`config.mk`:
```
export PLATFORM = sky130hd
export DESIGN_NAME = tick_scheduler
export DESIGN_NICKNAME = d
export VERILOG_FILES = /design/src/rtl/tick_scheduler.sv
export SDC_FILE = /design/constraint.sdc
export NUM_CORES = 1
export LEC_CHECK = 0
export BUFFER_PORTS_ARGS = -buffer_cell sky130_fd_sc_hd__buf_2
export CAP_MARGIN = 5
export CORE_UTILIZATION = 51
export CTS_CLUSTER_DIAMETER = 80
export DETAILED_ROUTE_END_ITERATION = 8
export PLACE_DENSITY = 0.76
export SLEW_MARGIN = 5
export SYNTH_ARGS = -nofsm -noshare
export SYNTH_HDL_FRONTEND = slang
export SYNTH_SLANG_ARGS = --single-unit
```
`constraint.sdc`:
```
create_clock -name clk -period 5.4 [get_ports clk]
set_input_delay 0 -clock clk [delete_from_list [all_inputs] [get_ports clk]]
set_output_delay 0 -clock clk [all_outputs]
set_load 0.05 [all_outputs]
```
`src/rtl/tick_scheduler.sv`:
```
// tick_scheduler: run/pause/step controller producing a one-cycle tick enable
// and a 50% clk_div square wave from four selectable period presets.
// Ports: clk, rst (sync, active-high); cmd_run/stop/pause/step commands;
// rate_sel (preset select); burst_len (ticks per run, 0 = continuous);
// tick, clk_div, state (IDLE=0 RUN=1 HOLD=2 STEP=3), busy, done.
// Optional feature macro: TICK_SCHED_BURST_EN enables burst counting/done.
module tick_scheduler #(
  parameter logic [31:0] DIV0 = 32'd10000000,
  parameter logic [31:0] DIV1 = 32'd5000000,
  parameter logic [31:0] DIV2 = 32'd2500000,
  parameter logic [31:0] DIV3 = 32'd1000000
) (
  input  logic       clk,
  input  logic       rst,
  input  logic       cmd_run,
  input  logic       cmd_stop,
  input  logic       cmd_pause,
  input  logic       cmd_step,
  input  logic [1:0] rate_sel,
  input  logic [7:0] burst_len,
  output logic       tick,
  output logic       clk_div,
  output logic [1:0] state,
  output logic       busy,
  output logic       done
);

  typedef enum logic [1:0] {
    IDLE = 2'd0,
    RUN  = 2'd1,
    HOLD = 2'd2,
    STEP = 2'd3
  } state_t;

  function automatic logic [31:0] clamp(input logic [31:0] v);
    return (v < 32'd2) ? 32'd2 : v;
  endfunction

  state_t      st, st_n;
  logic [31:0] cnt, cnt_n;
  logic [31:0] div_act, div_n;
  logic [31:0] preset;
  logic        ret, ret_n;
  logic        clk_div_n;
  logic        tick_int;
  logic        burst_end;

  always_comb begin
    case (rate_sel)
      2'd0: preset = clamp(DIV0);
      2'd1: preset = clamp(DIV1);
      2'd2: preset = clamp(DIV2);
      default: preset = clamp(DIV3);
    endcase
  end

  assign tick_int = ((st == RUN) && (cnt == div_act - 32'd1))
                  || (st == STEP);

`ifdef TICK_SCHED_BURST_EN
  logic [7:0] rem;
  logic       done_q;

  // Last tick of a burst only matters while running.
  assign burst_end = (st == RUN) && tick_int && (rem == 8'd1);

  always_ff @(posedge clk) begin
    if (rst) begin
      rem    <= 8'd0;
      done_q <= 1'b0;
    end else begin
      done_q <= burst_end && !cmd_stop;
      if (!cmd_stop) begin
        if (st == IDLE && cmd_run)
          rem <= burst_len;
        else if (st == RUN && tick_int && rem != 8'd0)
          rem <= rem - 8'd1;
      end
    end
  end

  assign done = done_q;
`else
  logic unused_burst;
  assign unused_burst = ^burst_len;
  assign burst_end    = 1'b0;
  assign done         = 1'b0;
`endif

  always_comb begin
    st_n      = st;
    cnt_n     = cnt;
    div_n     = div_act;
    ret_n     = ret;
    clk_div_n = clk_div;
    if (cmd_stop) begin
      // A tick decoded this cycle still shows, but its toggle is dropped.
      st_n      = IDLE;
      cnt_n     = 32'd0;
      clk_div_n = 1'b0;
    end else begin
      unique case (st)
        IDLE: begin
          if (cmd_run) begin
            st_n  = RUN;
            cnt_n = 32'd0;
            div_n = preset;
          end else if (cmd_step) begin
            st_n  = STEP;
            ret_n = 1'b0;
          end
        end
        RUN: begin
          if (tick_int) begin
            // New rate only takes effect at a period boundary.
            cnt_n     = 32'd0;
            div_n     = preset;
            clk_div_n = ~clk_div;
          end else begin
            cnt_n = cnt + 32'd1;
          end
          if (burst_end)
            st_n = IDLE;
          else if (cmd_pause)
            st_n = HOLD;
        end
        HOLD: begin
          if (cmd_pause) begin
            st_n = RUN;
          end else if (cmd_step) begin
            st_n  = STEP;
            ret_n = 1'b1;
          end
        end
        STEP: begin
          clk_div_n = ~clk_div;
          st_n      = ret ? HOLD : IDLE;
        end
      endcase
    end
  end

  always_ff @(posedge clk) begin
    if (rst)
      st <= IDLE;
    else
      st <= st_n;
  end

  always_ff @(posedge clk) begin
    if (rst) begin
      cnt     <= 32'd0;
      div_act <= clamp(DIV0);
      ret     <= 1'b0;
      clk_div <= 1'b0;
    end else begin
      cnt     <= cnt_n;
      div_act <= div_n;
      ret     <= ret_n;
      clk_div <= clk_div_n;
    end
  end

  assign tick  = tick_int;
  assign state = st;
  assign busy  = (st != IDLE);

endmodule

```
==> results.txt, run 1 <==
The flow ran to the end, and the final reports show no timing, DRC or antenna violations. The number of nets in the final layout was 378; the critical path required time was 5560 ps. Relative to the synthesized area, the layout overhead comes to 2.87%. The path type of the worst min-delay path was in2reg. Net count after synthesis: 380.

Summing internal, switching and leakage power gives 685 µW. Tracing the worst setup path back leads to its startpoint at div_act[21]$_SDFFE_PP0P_. TritonCTS built the clock tree. The deepest level of the CTS H-tree is 2.

The clock tree skew after final layout was 10.2 ps; the setup violation total in the final timing report was 0. The mapped cell area was 2920 µm²; the count of maximum capacitance violations was 0. The worst min-delay path startpoint is cmd_run. The Yosys step of the flow raised 0 warnings. The standard cell core area is 5510 µm².

The remaining max-slew budget at the tightest pin was 0.517. The prevailing post-synth register cell was sky130_fd_sc_hd__dfxtp_1. At the worst endpoint, the arrival time is 4040 ps.

Setup slack on the critical path of the routed design comes to 1520 ps. CTS placed an instance of sky130_fd_sc_hd__clkbuf_8 at the clock tree root. The worst register-to-register path begins at div_act[21]$_SDFFE_PP0P_.

The overall die width came out at 77.7 µm. The effective utilization at floorplan is 0.531. At the pin with the least slew margin, the transition time is 718 ps. The vertical die dimension works out to 77.7 µm.

Yosys mapped a number of flops with a built-in enable equal to 0. In the routed layout, each cell is associated on average with a via count of 5.55. The global-route wire length before repair was 9.77 mm. The final cell count without fillers is 427. The category of the most critical setup path was reg2reg. Gates resized during post-CTS repair numbered 0.

For this run, the top clock speed supported by timing is 258 MHz. The routed layout has 2,369 vias. Timing analysis after detailed placement gives a worst setup slack of 1550 ps.

In the final routed layout, each cell accounts on average for 13.5 µm. The worst setup path is launched from a flop. The tools report the total congestion overflow as 0. The share of cells above drive strength 1 is 0.104. Power spread over the standard cell area amounts to 228 nW/µm². Including well taps, the total number of placed cells is 418. The tools report the final antenna-violating net count as 0. The final clock period utilization by the worst path came out at 0.718. The worst voltage drop across the vdd grid is 0.000158 V. The share of synthesized registers carrying an async set or reset was 0; the number of buffers added by the clock tree synthesis step was 5. The number of hold violations in the final report came out at 0. The run gives 0 as the final-report max-slew violation count. Counting every sink on the clock net gives 46. The die covers 6040 µm².

Clock-pin slew was measured on the worst setup and hold paths at 80 ps. After floorplanning, the core was divided into 27 placement rows. Setup repair after global routing left no endpoint under its margin. The count of TritonRoute iterations in the first routing pass came out at 4.

Via count of the first global-routing pass: 2,052. The routed design has 5.77 mm of wire. The final critical delay including setup and external delays is 3880 ps, and the largest net degree at the start of global routing is 30. The count of inserted antenna diode cells was 0. In this run, the number of DRC markers left after iteration 0 of detailed routing was 126. The number of port buffers was 12; the number of antenna violations at the first check in global routing was 0. Synthesis inferred 46 register bits. The largest fanout of any net on the critical path was 29; the post-DP HPWL was 4.20 mm.

The clock passes through at most 2 buffers. The worst hold-check slack was 34.5 ps; the insertion delay of the later-clocked pin in the worst-skew pair was 300 ps. The sequential area share after synthesis was 0.315; the leakage component of the power was 0.00105 µW.

Routability-driven placement finished with a final weighted congestion of 0.854. The tools report the distinct cell type count of the synthesized netlist as 59. After synthesis, the mean cell area works out to 8.21 µm². For the number of cells produced by synthesis, the log shows 356. The endpoint type of the worst setup path was a flop.

For this run, design rule violations remaining after detail routing come to 0. Adding up every negative setup slack in the final design gives 0 ps. The total routing resource utilization after global routing is 0.205.

Pin placement for this block handled 22 I/O pins.
## sequential cells by signal, summed over array words and instances (netlist names)
| name | count |
|---|---|
| clk_div | 1 |
| state | 2 |
| ret | 1 |
| cnt | 32 |
| div_act | 10 |
## cell type report
class,count,area [µm²]
clock inverters,2,37.5
clock buffers,6,72.6
repair buffers,13,70.1
well taps,72,90.1
multi-input cells,277,1780
flip-flops and latches,46,921
fillers,509,2500
inverters,11,41.3
## per-layer routing
metal	GRT usage	vias to the layer above	wire (µm)
li1	-	1223	-
met5	0	-	0
met3	0.0353	7	205
met1	0.281	1091	2820
met2	0.324	48	2670
met4	0.0679	0	72
## repair_timing
action | in CTS | in global routing
endpoints found under the hold margin | 2 | 0
hold buffers | 1 | 0
setup endpoints to repair | 0 | 0
setup buffers | 0 | 0
## where the power goes
part | leakage [µW] | internal [µW] | switching, µW
registers | 0.000372 | 344 | 12.4
logic | 0.000629 | 28.3 | 45.2
clock network | 0.0000514 | 138 | 117
## kinds of logic after synthesis
group,Yosys count,share of synthesized area
buf+inv,33,0.0779
other cells,1,0.00128
compound gates,48,0.115
xor+xnor,48,0.144
flops,46,0.315
fa+ha+maj,8,0.0342
simple gates,165,0.289
mux,7,0.0244
## synthesized netlist by cell type (all sizes together), types with 2 or more instances
cell type / n / area (µm²)
dfxtp: 46 / 921
ha: 8 / 100
and2: 2 / 13.8
o2bb2ai: 2 / 17.5
xnor2: 30 / 263
and3: 10 / 65.1
buf: 10 / 101
nor2: 61 / 231
mux2i: 6 / 60.1
clkbuf: 11 / 72.6
a31oi: 5 / 31.3
o21a: 2 / 15.0
nand3: 15 / 80.1
or2: 4 / 25.0
or3: 3 / 21.3
nor3: 14 / 70.1
xor2: 18 / 158
nand2b: 3 / 18.8
o211ai: 2 / 15.0
nor4b: 2 / 17.5
nand4b: 2 / 17.5
nand2: 20 / 75.1
nor2b: 4 / 25.0
inv: 11 / 41.3
nand4: 12 / 75.1
a21oi: 14 / 70.1
o21ai: 9 / 45.0
nor4: 7 / 56.3
a211oi: 5 / 42.5
## cells in the final DEF (no fill, tap or decap), types with 3 or more instances in the layout
cell | synthesis | final
sky130_fd_sc_hd__inv_1 | 11 | 11
sky130_fd_sc_hd__nand2_1 | 20 | 20
sky130_fd_sc_hd__buf_2 | 2 | 12
sky130_fd_sc_hd__nand3_1 | 14 | 14
sky130_fd_sc_hd__dfxtp_1 | 46 | 46
sky130_fd_sc_hd__nor2_1 | 60 | 60
sky130_fd_sc_hd__o21ai_0 | 9 | 9
sky130_fd_sc_hd__xor2_1 | 18 | 18
sky130_fd_sc_hd__ha_1 | 8 | 8
sky130_fd_sc_hd__nor4_1 | 5 | 5
sky130_fd_sc_hd__a211oi_1 | 4 | 4
sky130_fd_sc_hd__nor3_1 | 14 | 14
sky130_fd_sc_hd__a21oi_1 | 14 | 14
sky130_fd_sc_hd__clkbuf_8 | 3 | 5
sky130_fd_sc_hd__mux2i_1 | 6 | 6
sky130_fd_sc_hd__and3_1 | 8 | 8
sky130_fd_sc_hd__nor2b_1 | 4 | 4
sky130_fd_sc_hd__nand4_1 | 12 | 12
sky130_fd_sc_hd__xnor2_1 | 30 | 30
sky130_fd_sc_hd__a31oi_1 | 5 | 5
sky130_fd_sc_hd__or2_2 | 4 | 4
sky130_fd_sc_hd__nand2b_1 | 3 | 3
## metrics by stage
stage,instance area [µm²],utilization
after global routing,3010,0.546
after CTS,3010,0.546
after detailed placement,2890,0.524
after global placement,2890,0.524
after floorplan,2920,-
final,3010,0.546
## worst paths after layout
check | to | slack [ps] | cells after the start
min reg2reg | ret$_SDFFE_PP0P_ | 490 | 2
max reg2reg | cnt[15]$_SDFFE_PP0P_ | 1520 | 10
min | ret$_SDFFE_PP0P_ | 30 | 3
max | cnt[15]$_SDFFE_PP0P_ | 1520 | 10
## critical path, cell delays in order, from the launching register on
cell and delay [ps]:
sky130_fd_sc_hd__dfxtp_1 460, sky130_fd_sc_hd__inv_1 110, sky130_fd_sc_hd__ha_1 390, sky130_fd_sc_hd__or4b_1 620, sky130_fd_sc_hd__or3_2 480, sky130_fd_sc_hd__xnor2_1 200
sky130_fd_sc_hd__nand4b_1 190, sky130_fd_sc_hd__a2111oi_4 270, sky130_fd_sc_hd__nand3_1 330, sky130_fd_sc_hd__nand3_2 540, sky130_fd_sc_hd__nor2_1 120
(Power assumes the default switching activity.)
==> run 2, diff against run 1 <==
--- a/config.mk
+++ b/config.mk
@@ -5,6 +5,7 @@
 export SDC_FILE = /design/constraint.sdc
 export NUM_CORES = 1
 export LEC_CHECK = 0
+export ABC_AREA = 1
 export BUFFER_PORTS_ARGS = -buffer_cell sky130_fd_sc_hd__buf_2
 export CAP_MARGIN = 5
 export CORE_UTILIZATION = 51
==> constraint.sdc (replaced) <==
create_clock -name clk -period 4 [get_ports clk]
set_input_delay 0 -clock clk [delete_from_list [all_inputs] [get_ports clk]]
set_output_delay 0 -clock clk [all_outputs]
set_load 0.05 [all_outputs]
==> run 2 against run 1 <==
Net effect:
- sequential cell count did not move
- hold slack got worse by 9.0 ps
- non-clock buffer count rose by 4
- sequential power rose by 36%
- clock skew rose by 1.4 ps
- area after synthesis rose by 8.8%
- critical path depth rose by 6
- critical path type unchanged
- critical endpoint is now cnt[23]$_SDFFE_PP0P_
- highest routed layer unchanged
==> results.txt, run 2 <==
For this run, design rule violations remaining after detail routing come to 0. The run finished with clean final reports. In this run the horizontal extent of the chip is 81.0 µm. The number of antenna violations at the first check in global routing was 0.

Data on the critical path is required at its endpoint by 4190 ps. In this run the static leakage power is 0.00149 µW. Timing would allow up to 333 MHz.

No sink is reached through more buffers than the 2 on the longest clock path. The tools report the count of maximum capacitance violations as 0. The die is 81.0 µm tall. In the routed layout, each cell is associated on average with a via count of 5.25. After detailed placement, the total cell area comes to 3290 µm². The top cell types in the final layout, fill and taps aside, are sky130_fd_sc_hd__nand2_1, sky130_fd_sc_hd__nor2_1, sky130_fd_sc_hd__inv_1.

Data arrives at the worst endpoint at 3190 ps. The number of gates resized after CTS was 0. Leading cell type in the layout, fill and taps excluded: sky130_fd_sc_hd__nand2_1. The setup violation total in the final timing report was 0.

0 antenna diodes ended up in the layout. The flip-flop count of the largest register after layout is 32. The path class of the tightest hold or removal check is in2reg.

The cell count after synthesis came out at 507. The die covers 6560 µm². The number of synthesized register bits came out at 46. The root buffer cell is sky130_fd_sc_hd__clkbuf_8. The wire length per cell is 12.8 µm.

The tools report the reg-to-reg endpoint as cnt[23]$_SDFFE_PP0P_. The Yosys step of the flow raised 0 warnings. The post-DP HPWL came out at 5.85 mm. The internal portion of the total power is 637 µW. The synthesized design spends more area on one cell type than any other, namely sky130_fd_sc_hd__dfxtp_1. The sequential area share after synthesis came out at 0.290. For the number of hold violations in the final report, the log shows 0. The tools report the critical register-to-register path startpoint as div_act[21]$_SDFFE_PP0P_. After synthesis, the cell types taking the most area are sky130_fd_sc_hd__dfxtp_1, sky130_fd_sc_hd__nand2_1, sky130_fd_sc_hd__nor2_1. The routed design could run at a clock period as short as 3000 ps.

The finished cells cover 3400 µm². By count the netlist is led by sky130_fd_sc_hd__nand2_1, sky130_fd_sc_hd__nor2_1, sky130_fd_sc_hd__inv_1. The core region is 5960 µm². The final RePlAce weighted congestion came out at 0.919.

The effective utilization at floorplan is 0.534, and the total routing resource utilization after global routing is 0.249. At the later pin of the worst-skew pair, clock insertion delay measures 310 ps. The portion of synthesized cell area occupied by the leading cell type came out at 0.290. The prevailing post-synth register cell was sky130_fd_sc_hd__dfxtp_1.

The via count of the first global-routing pass was 2,790; the number of nets in the final layout was 544. After filler insertion, the fill cell instance count of the layout stands at 607. The endpoint type of the worst setup path is a flop. Counting flops per register, the top entry is cnt.

For the mapped cell area, the log shows 3180 µm². Adding up every negative setup slack in the final design gives 0 ps. The layout overhead on the synthesized area was 6.88%; the largest net degree at the start of global routing was 30. The number of flops mapped to enable cells by yosys is 0. The tools report the net switching component of the power as 286 µW. The tools report the global-route wire length before repair as 12.4 mm. The largest fanout of any net on the critical path came out at 29. IR analysis of the VDD net gives a maximum drop of 0.000200 V. The clock tree skew after final layout is 11.6 ps, and the portion of total power attributed to the clock network is 0.315. The number of buffers added by the clock tree synthesis step is 5, and the count of standard-cell rows is 28. For this block, the initial DRC count from the detailed router was 165. Share of synthesized registers carrying an async set or reset: 0. Setup repair after global routing left no endpoint under its margin.

Switching fraction of total power: 0.310. TritonCTS built the clock tree. Setup slack of the worst register-to-register path: 1000 ps. The ratio of total power to cell area is 271 nW/µm², and the mean cell area of the mapped netlist is 6.27 µm².

The run gives 0.525 as the part of the power in registers. The critical path launch point was div_act[21]$_SDFFE_PP0P_. The number of nets handed over by synthesis was 531. For this block, the routed nets add up to 7.64 mm of wire.

The slew at the pin closest to its max-slew limit was 641 ps; the total number of clock tree sinks was 46. Final clock period utilization by the worst path: 0.751. Total congestion overflow: 0. The count of TritonRoute iterations in the first routing pass was 5; the count of boundary I/O pins was 22. The H-tree was split into 2 levels. By instance count, the leading cell after synthesis is sky130_fd_sc_hd__nand2_1. The tools report the via count as 3,131.

The clock-pin slew on the worst setup and hold paths is 90 ps. The worst hold-check slack was 25.4 ps; the power share of the combinational group was 0.161. The tools report the remaining max-slew budget at the tightest pin as 0.569. The run gives 0 as the final-report max-slew violation count.

Number of port buffers: 12. The capture point of the critical path is cnt[23]$_SDFFE_PP0P_. The category of the most critical setup path is reg2reg. The share of cells above drive strength 1 works out to 0.0806. The depth of the most critical reg-to-reg path works out to 16. The synthesized netlist contains 34 unique library cells. The kind of start point of the critical path is a flop.

The run gives 0 as the final antenna-violating net count.
-- run 2: cell count changes after synthesis, sizes merged, moves of 6 or more --
cell and change:
nand2 +121, mux2i -6, inv +47, xor2 +11
nand3 +21, xnor2 -19, clkbuf -9, and3 -10
nand4 +6, nor2 +32
-- run 2: how the worst min path moves through the flow --
stage / from / depth (start not counted) / slack [ps] / to
finish: cmd_stop / 3 / 30 / ret$_SDFFE_PP0P_
CTS: cmd_stop / 3 / 20 / ret$_SDFFE_PP0P_
global placement: rst / 2 / 270 / div_act[14]$_SDFFE_PP0P_
floorplan: cmd_stop / 2 / 190 / ret$_SDFFE_PP0P_
detailed placement: rst / 2 / 280 / div_act[16]$_SDFFE_PP0P_
global route: cmd_stop / 3 / 60 / ret$_SDFFE_PP0P_
-- run 2: metrics by stage --
stage	util	worst slack [ps]	cells	power, µW
after global placement	0.552	1060	586	634
after global routing	0.571	681	596	965
after floorplan	-	1670	507	605
after CTS	0.571	991	596	929
after detailed placement	0.552	1020	586	639
final	0.571	998	596	923
-- run 2: logic make-up (layout without fill, tap and decap cells) --
kind of cell | count (synthesis) | in the layout | share of synthesized area
fa+ha+maj | 8 | 8 | 0.0315
compound gates | 29 | 29 | 0.0508
xor+xnor | 40 | 40 | 0.110
simple gates | 312 | 312 | 0.425
buf+inv | 71 | 85 | 0.0921
other cells | 1 | 1 | 0.00118
flops | 46 | 46 | 0.290
-- run 2: area by class of cell --
type | count | area (µm²) | share of cell area
clock inverters | 3 | 21.3 | 0.00626
repair buffers | 17 | 103 | 0.0302
inverters | 60 | 225 | 0.0662
clock buffers | 5 | 68.8 | 0.0202
multi-input cells | 390 | 1970 | 0.579
well taps | 75 | 93.8 | 0.0276
flip-flops and latches | 46 | 921 | 0.271
-- run 2: per-layer routing --
metal	GRT usage	wire length [µm]	vias to the layer above
li1	-	-	1619
met5	0	0	-
met1	0.326	3710	1412
met3	0.0337	286	13
met4	0.0804	103	0
met2	0.421	3530	87
-- run 2: critical path: stages, from the launching register on --
cell and delay, ps:
sky130_fd_sc_hd__dfxtp_1 440, sky130_fd_sc_hd__inv_2 160, sky130_fd_sc_hd__ha_1 260, sky130_fd_sc_hd__nand2_1 160, sky130_fd_sc_hd__nor2_1 290, sky130_fd_sc_hd__nand2_1 150
sky130_fd_sc_hd__nand3_1 100, sky130_fd_sc_hd__nand2_1 70, sky130_fd_sc_hd__nor3_1 160, sky130_fd_sc_hd__nand2_1 70, sky130_fd_sc_hd__nor2_1 80, sky130_fd_sc_hd__nand2_1 120
sky130_fd_sc_hd__nand2_2 220, sky130_fd_sc_hd__inv_2 100, sky130_fd_sc_hd__o21ai_2 110, sky130_fd_sc_hd__buf_4 310, sky130_fd_sc_hd__nor2_1 80
-- run 2: power groups by stage --
stage                     clock [µW]  sequential [µW]  combinational (µW)
after detailed placement           0              494                 145
after global routing             313              486                 166
after floorplan                    0              491                 115
final                            290              484                 148
after global placement             0              493                 141
after CTS                        298              484                 147
-- run 2: timing repair --
action / 4_1_cts / 5_1_grt
setup endpoints to repair: 0 / 0
hold buffers: 2 / 0
endpoints found under the hold margin: 7 / 0
setup buffers: 0 / 0
